File: config.mk
export PLATFORM = sky130hd
export DESIGN_NAME = reset_sequencer_flat
export DESIGN_NICKNAME = d
export VERILOG_FILES = /design/src/rtl/reset_sequencer_if.sv /design/src/rtl/reset_sequencer.sv /design/src/flat_wrapper.sv
export SDC_FILE = /design/constraint.sdc
export NUM_CORES = 1
export LEC_CHECK = 0
export ABC_AREA = 1
export CAP_MARGIN = 20
export CORE_ASPECT_RATIO = 0.8
export CORE_UTILIZATION = 60
export CTS_CLUSTER_DIAMETER = 150
export DETAILED_ROUTE_END_ITERATION = 8
export PLACE_DENSITY = 0.82
export RECOVER_POWER = 25
export SLEW_MARGIN = 15
export SYNTH_ARGS = -nofsm -noshare
export SYNTH_HDL_FRONTEND = slang
export SYNTH_SLANG_ARGS = --single-unit
export TNS_END_PERCENT = 1
File: constraint.sdc
create_clock -name SYSCLK -period 5.02 [get_ports SYSCLK]
set_clock_uncertainty 0.15 [all_clocks]
set_input_delay 1.004 -clock SYSCLK [delete_from_list [all_inputs] [get_ports SYSCLK]]
set_output_delay 1.004 -clock SYSCLK [all_outputs]
set_load 0.005 [all_outputs]
File: src/rtl/reset_sequencer_if.sv
// Request inputs and staged reset outputs of the fabric reset sequencer.
// The master drives the requests and the slave drives the staged resets.
interface reset_sequencer_if #(
  parameter int NUM_STAGES = 4
);
  logic                  ext_rst_req;
  logic                  sw_rst_req;
  logic [NUM_STAGES-1:0] stage_rst_n;
  logic                  seq_done;
  logic [1:0]            state;
  logic [7:0]            rst_count;

  modport master (
    output ext_rst_req, sw_rst_req,
    input  stage_rst_n, seq_done, state, rst_count
  );

  modport slave (
    input  ext_rst_req, sw_rst_req,
    output stage_rst_n, seq_done, state, rst_count
  );
endinterface

File: src/rtl/reset_sequencer.sv
// Fabric reset sequencer: holds every domain in reset, then releases the
// active-low stage resets one by one, restarting on ext/sw reset requests.
module reset_sequencer #(
  parameter int NUM_STAGES  = 4,
  parameter int HOLD_CYCLES = 10,
  parameter int STAGE_GAP   = 16,
  parameter int CNT_W       = 16,
  parameter int SYNC_STAGES = 2
) (
  input logic               SYSCLK,
  input logic               SYSRESET,
  reset_sequencer_if.slave  rs
);

  localparam int IDX_W = (NUM_STAGES > 1) ? $clog2(NUM_STAGES) : 1;

  if (NUM_STAGES < 1 || HOLD_CYCLES < 1 || STAGE_GAP < 1 || SYNC_STAGES < 2 ||
      CNT_W < 1 || (HOLD_CYCLES >> CNT_W) != 0 || (STAGE_GAP >> CNT_W) != 0) begin : g_param_check
    $error("reset_sequencer: illegal parameter set");
  end

  typedef enum logic [1:0] {
    HOLD    = 2'd0,
    RELEASE = 2'd1,
    RUN     = 2'd2
  } state_t;

  function automatic logic [7:0] sat_inc8(input logic [7:0] v);
    return (v == 8'hFF) ? v : v + 8'd1;
  endfunction

  logic [SYNC_STAGES-1:0] sync_q;
  logic                   ext_s;
  logic                   ext_s_d;
  logic                   accept;
  state_t                 state_q, state_n;
  logic [CNT_W-1:0]       cnt_q, cnt_n, cnt_inc;
  logic [IDX_W-1:0]       idx_q, idx_n;
  logic [NUM_STAGES-1:0]  rst_n_q, rst_n_n;
  logic                   done_q, done_n;
  logic [7:0]             count_q, count_n;

  assign ext_s = sync_q[SYNC_STAGES-1];

  always_comb begin
    state_n = state_q;
    cnt_n   = cnt_q;
    idx_n   = idx_q;
    rst_n_n = rst_n_q;
    done_n  = done_q;
    count_n = count_q;
    cnt_inc = cnt_q + CNT_W'(1);
    // A sw pulse and an ext_s rising edge on the same edge count once.
    accept  = rs.sw_rst_req | (ext_s & ~ext_s_d);

    if (accept || ext_s) begin
      state_n = HOLD;
      cnt_n   = '0;
      idx_n   = '0;
      rst_n_n = '0;
      done_n  = 1'b0;
      if (accept) count_n = sat_inc8(count_q);
    end else begin
      case (state_q)
        HOLD: begin
          if (cnt_inc == CNT_W'(HOLD_CYCLES)) begin
            cnt_n      = '0;
            rst_n_n[0] = 1'b1;
            idx_n      = IDX_W'(1);
            if (NUM_STAGES == 1) begin
              state_n = RUN;
              done_n  = 1'b1;
            end else begin
              state_n = RELEASE;
            end
          end else begin
            cnt_n = cnt_inc;
          end
        end
        RELEASE: begin
          if (cnt_inc == CNT_W'(STAGE_GAP)) begin
            cnt_n          = '0;
            rst_n_n[idx_q] = 1'b1;
            if (idx_q == IDX_W'(NUM_STAGES - 1)) begin
              state_n = RUN;
              done_n  = 1'b1;
            end else begin
              idx_n = idx_q + IDX_W'(1);
            end
          end else begin
            cnt_n = cnt_inc;
          end
        end
        RUN:     state_n = RUN;
        default: state_n = HOLD;
      endcase
    end
  end

  always_ff @(posedge SYSCLK) begin
    if (SYSRESET) begin
      sync_q  <= '0;
      ext_s_d <= 1'b0;
      state_q <= HOLD;
      cnt_q   <= '0;
      idx_q   <= '0;
      rst_n_q <= '0;
      done_q  <= 1'b0;
      count_q <= '0;
    end else begin
      sync_q  <= {sync_q[SYNC_STAGES-2:0], rs.ext_rst_req};
      ext_s_d <= ext_s;
      state_q <= state_n;
      cnt_q   <= cnt_n;
      idx_q   <= idx_n;
      rst_n_q <= rst_n_n;
      done_q  <= done_n;
      count_q <= count_n;
    end
  end

  assign rs.stage_rst_n = rst_n_q;
  assign rs.seq_done    = done_q;
  assign rs.state       = state_q;
  assign rs.rst_count   = count_q;

endmodule

File: src/flat_wrapper.sv
// flat-port wrapper written by rule: the top's interface ports become plain ports
module reset_sequencer_flat 
#(
  parameter int NUM_STAGES  = 4,
  parameter int HOLD_CYCLES = 10,
  parameter int STAGE_GAP   = 16,
  parameter int CNT_W       = 16,
  parameter int SYNC_STAGES = 2
)
  (SYSCLK, SYSRESET, rs_ext_rst_req, rs_sw_rst_req, rs_stage_rst_n, rs_seq_done, rs_state, rs_rst_count);
  reset_sequencer_if #(.NUM_STAGES(NUM_STAGES)) rs_i ();
  input logic SYSCLK;
  input logic SYSRESET;
  input wire logic [$bits(rs_i.ext_rst_req)-1:0] rs_ext_rst_req;
  input wire logic [$bits(rs_i.sw_rst_req)-1:0] rs_sw_rst_req;
  output wire logic [$bits(rs_i.stage_rst_n)-1:0] rs_stage_rst_n;
  output wire logic [$bits(rs_i.seq_done)-1:0] rs_seq_done;
  output wire logic [$bits(rs_i.state)-1:0] rs_state;
  output wire logic [$bits(rs_i.rst_count)-1:0] rs_rst_count;
  assign rs_i.ext_rst_req = rs_ext_rst_req;
  assign rs_i.sw_rst_req = rs_sw_rst_req;
  assign rs_stage_rst_n = rs_i.stage_rst_n;
  assign rs_seq_done = rs_i.seq_done;
  assign rs_state = rs_i.state;
  assign rs_rst_count = rs_i.rst_count;
  reset_sequencer #(.NUM_STAGES(NUM_STAGES), .HOLD_CYCLES(HOLD_CYCLES), .STAGE_GAP(STAGE_GAP), .CNT_W(CNT_W), .SYNC_STAGES(SYNC_STAGES)) u_core (.SYSCLK(SYSCLK), .SYSRESET(SYSRESET), .rs(rs_i));
endmodule
==> flow_summary_export.csv <==
group,metric,value,unit
synth,synth_edf_count,0,
clocking,cts_setup_buffers,0,
final_layout,antenna_cells_inserted,0,
final_layout,syn_to_final_growth,14.2,%
critical_path,crit_top_cell,"inv_1",
synth,syn_inst,301,
synth,seq_area_frac_synth,34.8,%
die,die_x,67.7,um
global_routing,grt_pass1_vias,1532,
sta,period_share,55.3,%
pwr,seqPwrFrac,57.7,%
place,io_buffers,18,
critical_path,critPathArrivalTime,2.84,ns
final_layout,nFillCells,271,
clocking,hold_buffers,0,
synth,async_flop_share,0,%
synth,synthesis.area,2070,um2
place,dpl_cell_area,2290,um2
sta,fmax,360,MHz
critical_path,critPathCaptureType,"flop",
die,die-area,3700,um2
final_layout,final_cell_area,2370,um2
clocking,numCtsBuffers,5,
final_layout,nets,335,
hold_path,whs_path_depth,2,
place,place_hpwl,3120,um
route,ant_nets,0,
critical_path,path_delay_family,"buffers and inverters",
route,wl_per_cell,11.8,um
critical_path,crit_chain,"dlygate4sd3_1 > inv_1 > nand2_1 > inv_1 > o21ai_0 > a21oi_1",
critical_path,cp_num_buf_inv,3,
critical_path,cpPeakStageDelay,0.63,ns
global_routing,antenna_found_initial,0,
synth,synthTopCellsByCount,"nand2_1, inv_1, dfxtp_1, nor2_1, a21oi_1",
route,drt_pass1_iterations,4,
route,via_count,1874,
clocking,tritoncts,"done",
pwr,ir_drop,0.216,mV
sta,finalHoldViolCount,0,
run,drv_cap,0,
sta,post-route-min-period,2.78,ns
critical_path,worstPathMaxFanout,21,
die,start_util,64.8,%
route,via_per_inst,5.18,
clocking,clock_sinks,36,
route,drc,0,
global_routing,grt.total_usage,25.6,%
synth,synth_nets,314,
global_routing,grt_overflow_total,0,
critical_path,worstRegToRegCells,14,
pwr,power_switching,114,uW
pwr,p_per_area,214,nW/um2
clocking,worstSkewPairLatency,0.29,ns
synth,yosysTopAreaCell,"dfxtp_1",
synth,synth_largest_type_area_fraction,34.8,%
synth,yosys.cell_types.count,25,
clocking,clock_path_buffers,2,
die,fp.coreArea,3200,um2
synth,ys.flop_type,"dfxtp_1",
status,status,"complete, no violations",
hold_path,hp-class,"reg -> reg",
synth,synth-warning-count,0,
sta,finalSetupTns,0,ns
route,routed_wl,4260,um
die,die_h,54.6,um
synth,synth.area.top_cells,"dfxtp_1, nand2_1, inv_1",
pwr,clkPwrFrac,37.9,%
sta,layout_setup_ws,2.24,ns
sta,rsz0062_at_grt,"no",
clocking,cts-root-buf,"clkbuf_8",
clocking,cts_resized,0,
critical_path,crit_type,"in -> reg",
die,rows,18,
global_routing,grt_pass1_wl,6800,um
place,place_congestion,0.869,
sta,max_slew_margin,53.1,%
critical_path,crit_required,5.08,ns
sta,worstMarginPinSlew,0.702,ns
die,io_pins,19,
route,drtIter0Drc,177,
sta,drv_slew,0,
critical_path,startpoint_type,"primary input",
synth,yosysMostFrequentCell,"nand2_1",
final_layout,drive_gt1_share,10.9,%
pwr,power.leakage,0.000909,uW
critical_path,cp_slowest_cell,"dlygate4sd3_1",
pwr,p_int,393,uW
synth,synth_area_per_cell,6.89,um2
pwr,pwr-share-comb,4.4,%
final_layout,regArea,721,um2
final_layout,multiInputGateArea,1160,um2
pwr,swShare,22.4,%
global_routing,grt_start_max_net_pins,24,
place,place_ws,2.02,ns
clocking,htreeDepth,2,
critical_path,cp.depth,6,
synth,synth-seq-cells,36,
clocking,cts.clk_slew.worst_paths,0.07,ns
sta,finalSetupViolCount,0,
[layout make-up]
type                            instances  area share [%]
Clock buffer                            6            3.06
Clock inverter                          1           0.211
Inverter                               45            7.13
Multi-Input combinational cell        215            49.1
Sequential cell                        36            30.4
Tap cell                               40            2.11
Timing Repair Buffer                   19            7.92
[path summary, 6_finish.rpt]
| path | startpoint | end | slack (ns) |
|---|---|---|---|
| hold / removal | u_core.sync_q[0]$_SDFF_PP0_ | u_core.sync_q[1]$_SDFF_PP0_ | 0.27 |
| hold reg to reg | u_core.sync_q[0]$_SDFF_PP0_ | u_core.sync_q[1]$_SDFF_PP0_ | 0.27 |
| setup reg to reg | u_core.cnt_q[1]$_SDFFE_PP0P_ | u_core.cnt_q[3]$_SDFFE_PP0P_ | 2.74 |
| setup / recovery | SYSRESET | u_core.cnt_q[0]$_SDFFE_PP0P_ | 2.24 |
[cells in the final DEF (no fill, tap or decap), types with 7 or more instances in the layout]
cell type,n
nand2_1,72
inv_1,44
dfxtp_1,36
nor2_1,28
a21oi_1,26
nand3_1,22
clkdlybuf4s50_1,13
nand4_1,11
ha_1,9
o21ai_0,8
nand3_2,7
[state kept, by name (all words and copies together) (netlist names)]
| name | cells |
|---|---|
| u_core.cnt_q | 16 |
| u_core.rs.stage_rst_n | 4 |
| u_core.ext_s_d | 1 |
| u_core.rs.rst_count | 8 |
| u_core.sync_q | 2 |
| u_core.rs.state | 2 |
| u_core.idx_q | 2 |
| u_core.rs.seq_done | 1 |
[tightest hold or removal path: cells and delay by family, from the launching register on]
family	cells	cell delay, ns
flops	1	0.30
buf+inv	1	0.05
simple gates	1	0.03
[layer usage]
metal / vias up / GRT usage, % / wire length (um)
li1: 998 / - / -
met1: 825 / 36.8 / 2210
met2: 46 / 36.6 / 1750
met3: 5 / 7.50 / 255
met4: 0 / 7.45 / 46
met5: - / 0 / 0
[through the flow]
step / utilization [%] / total power (uW) / hold slack, ns / std cells
after floorplan: - / 311 / 0.238 / 301
after global placement: 71.6 / 321 / 0.243 / 355
after detailed placement: 71.6 / 321 / 0.249 / 355
after CTS: 74.1 / 512 / 0.267 / 362
after global routing: 74.1 / 523 / 0.276 / 362
final: 74.1 / 507 / 0.267 / 362
[power by group through the flow]
stage	Clock, uW	Sequential [uW]	Combinational (uW)
after global routing	205	293	25.3
final	192	293	22.2
after detailed placement	0	299	22.5
after global placement	0	299	22.0
after CTS	197	292	22.7
after floorplan	0	298	12.9
[logic make-up after synthesis]
kind of cell / after synthesis / share of synthesized area (%)
flops: 36 / 34.8
fa+ha+maj: 9 / 5.43
simple gates: 163 / 38.8
xor+xnor: 6 / 2.54
compound gates: 37 / 9.35
buf+inv: 50 / 9.11
No activity file was read; power rests on OpenSTA's default activity.
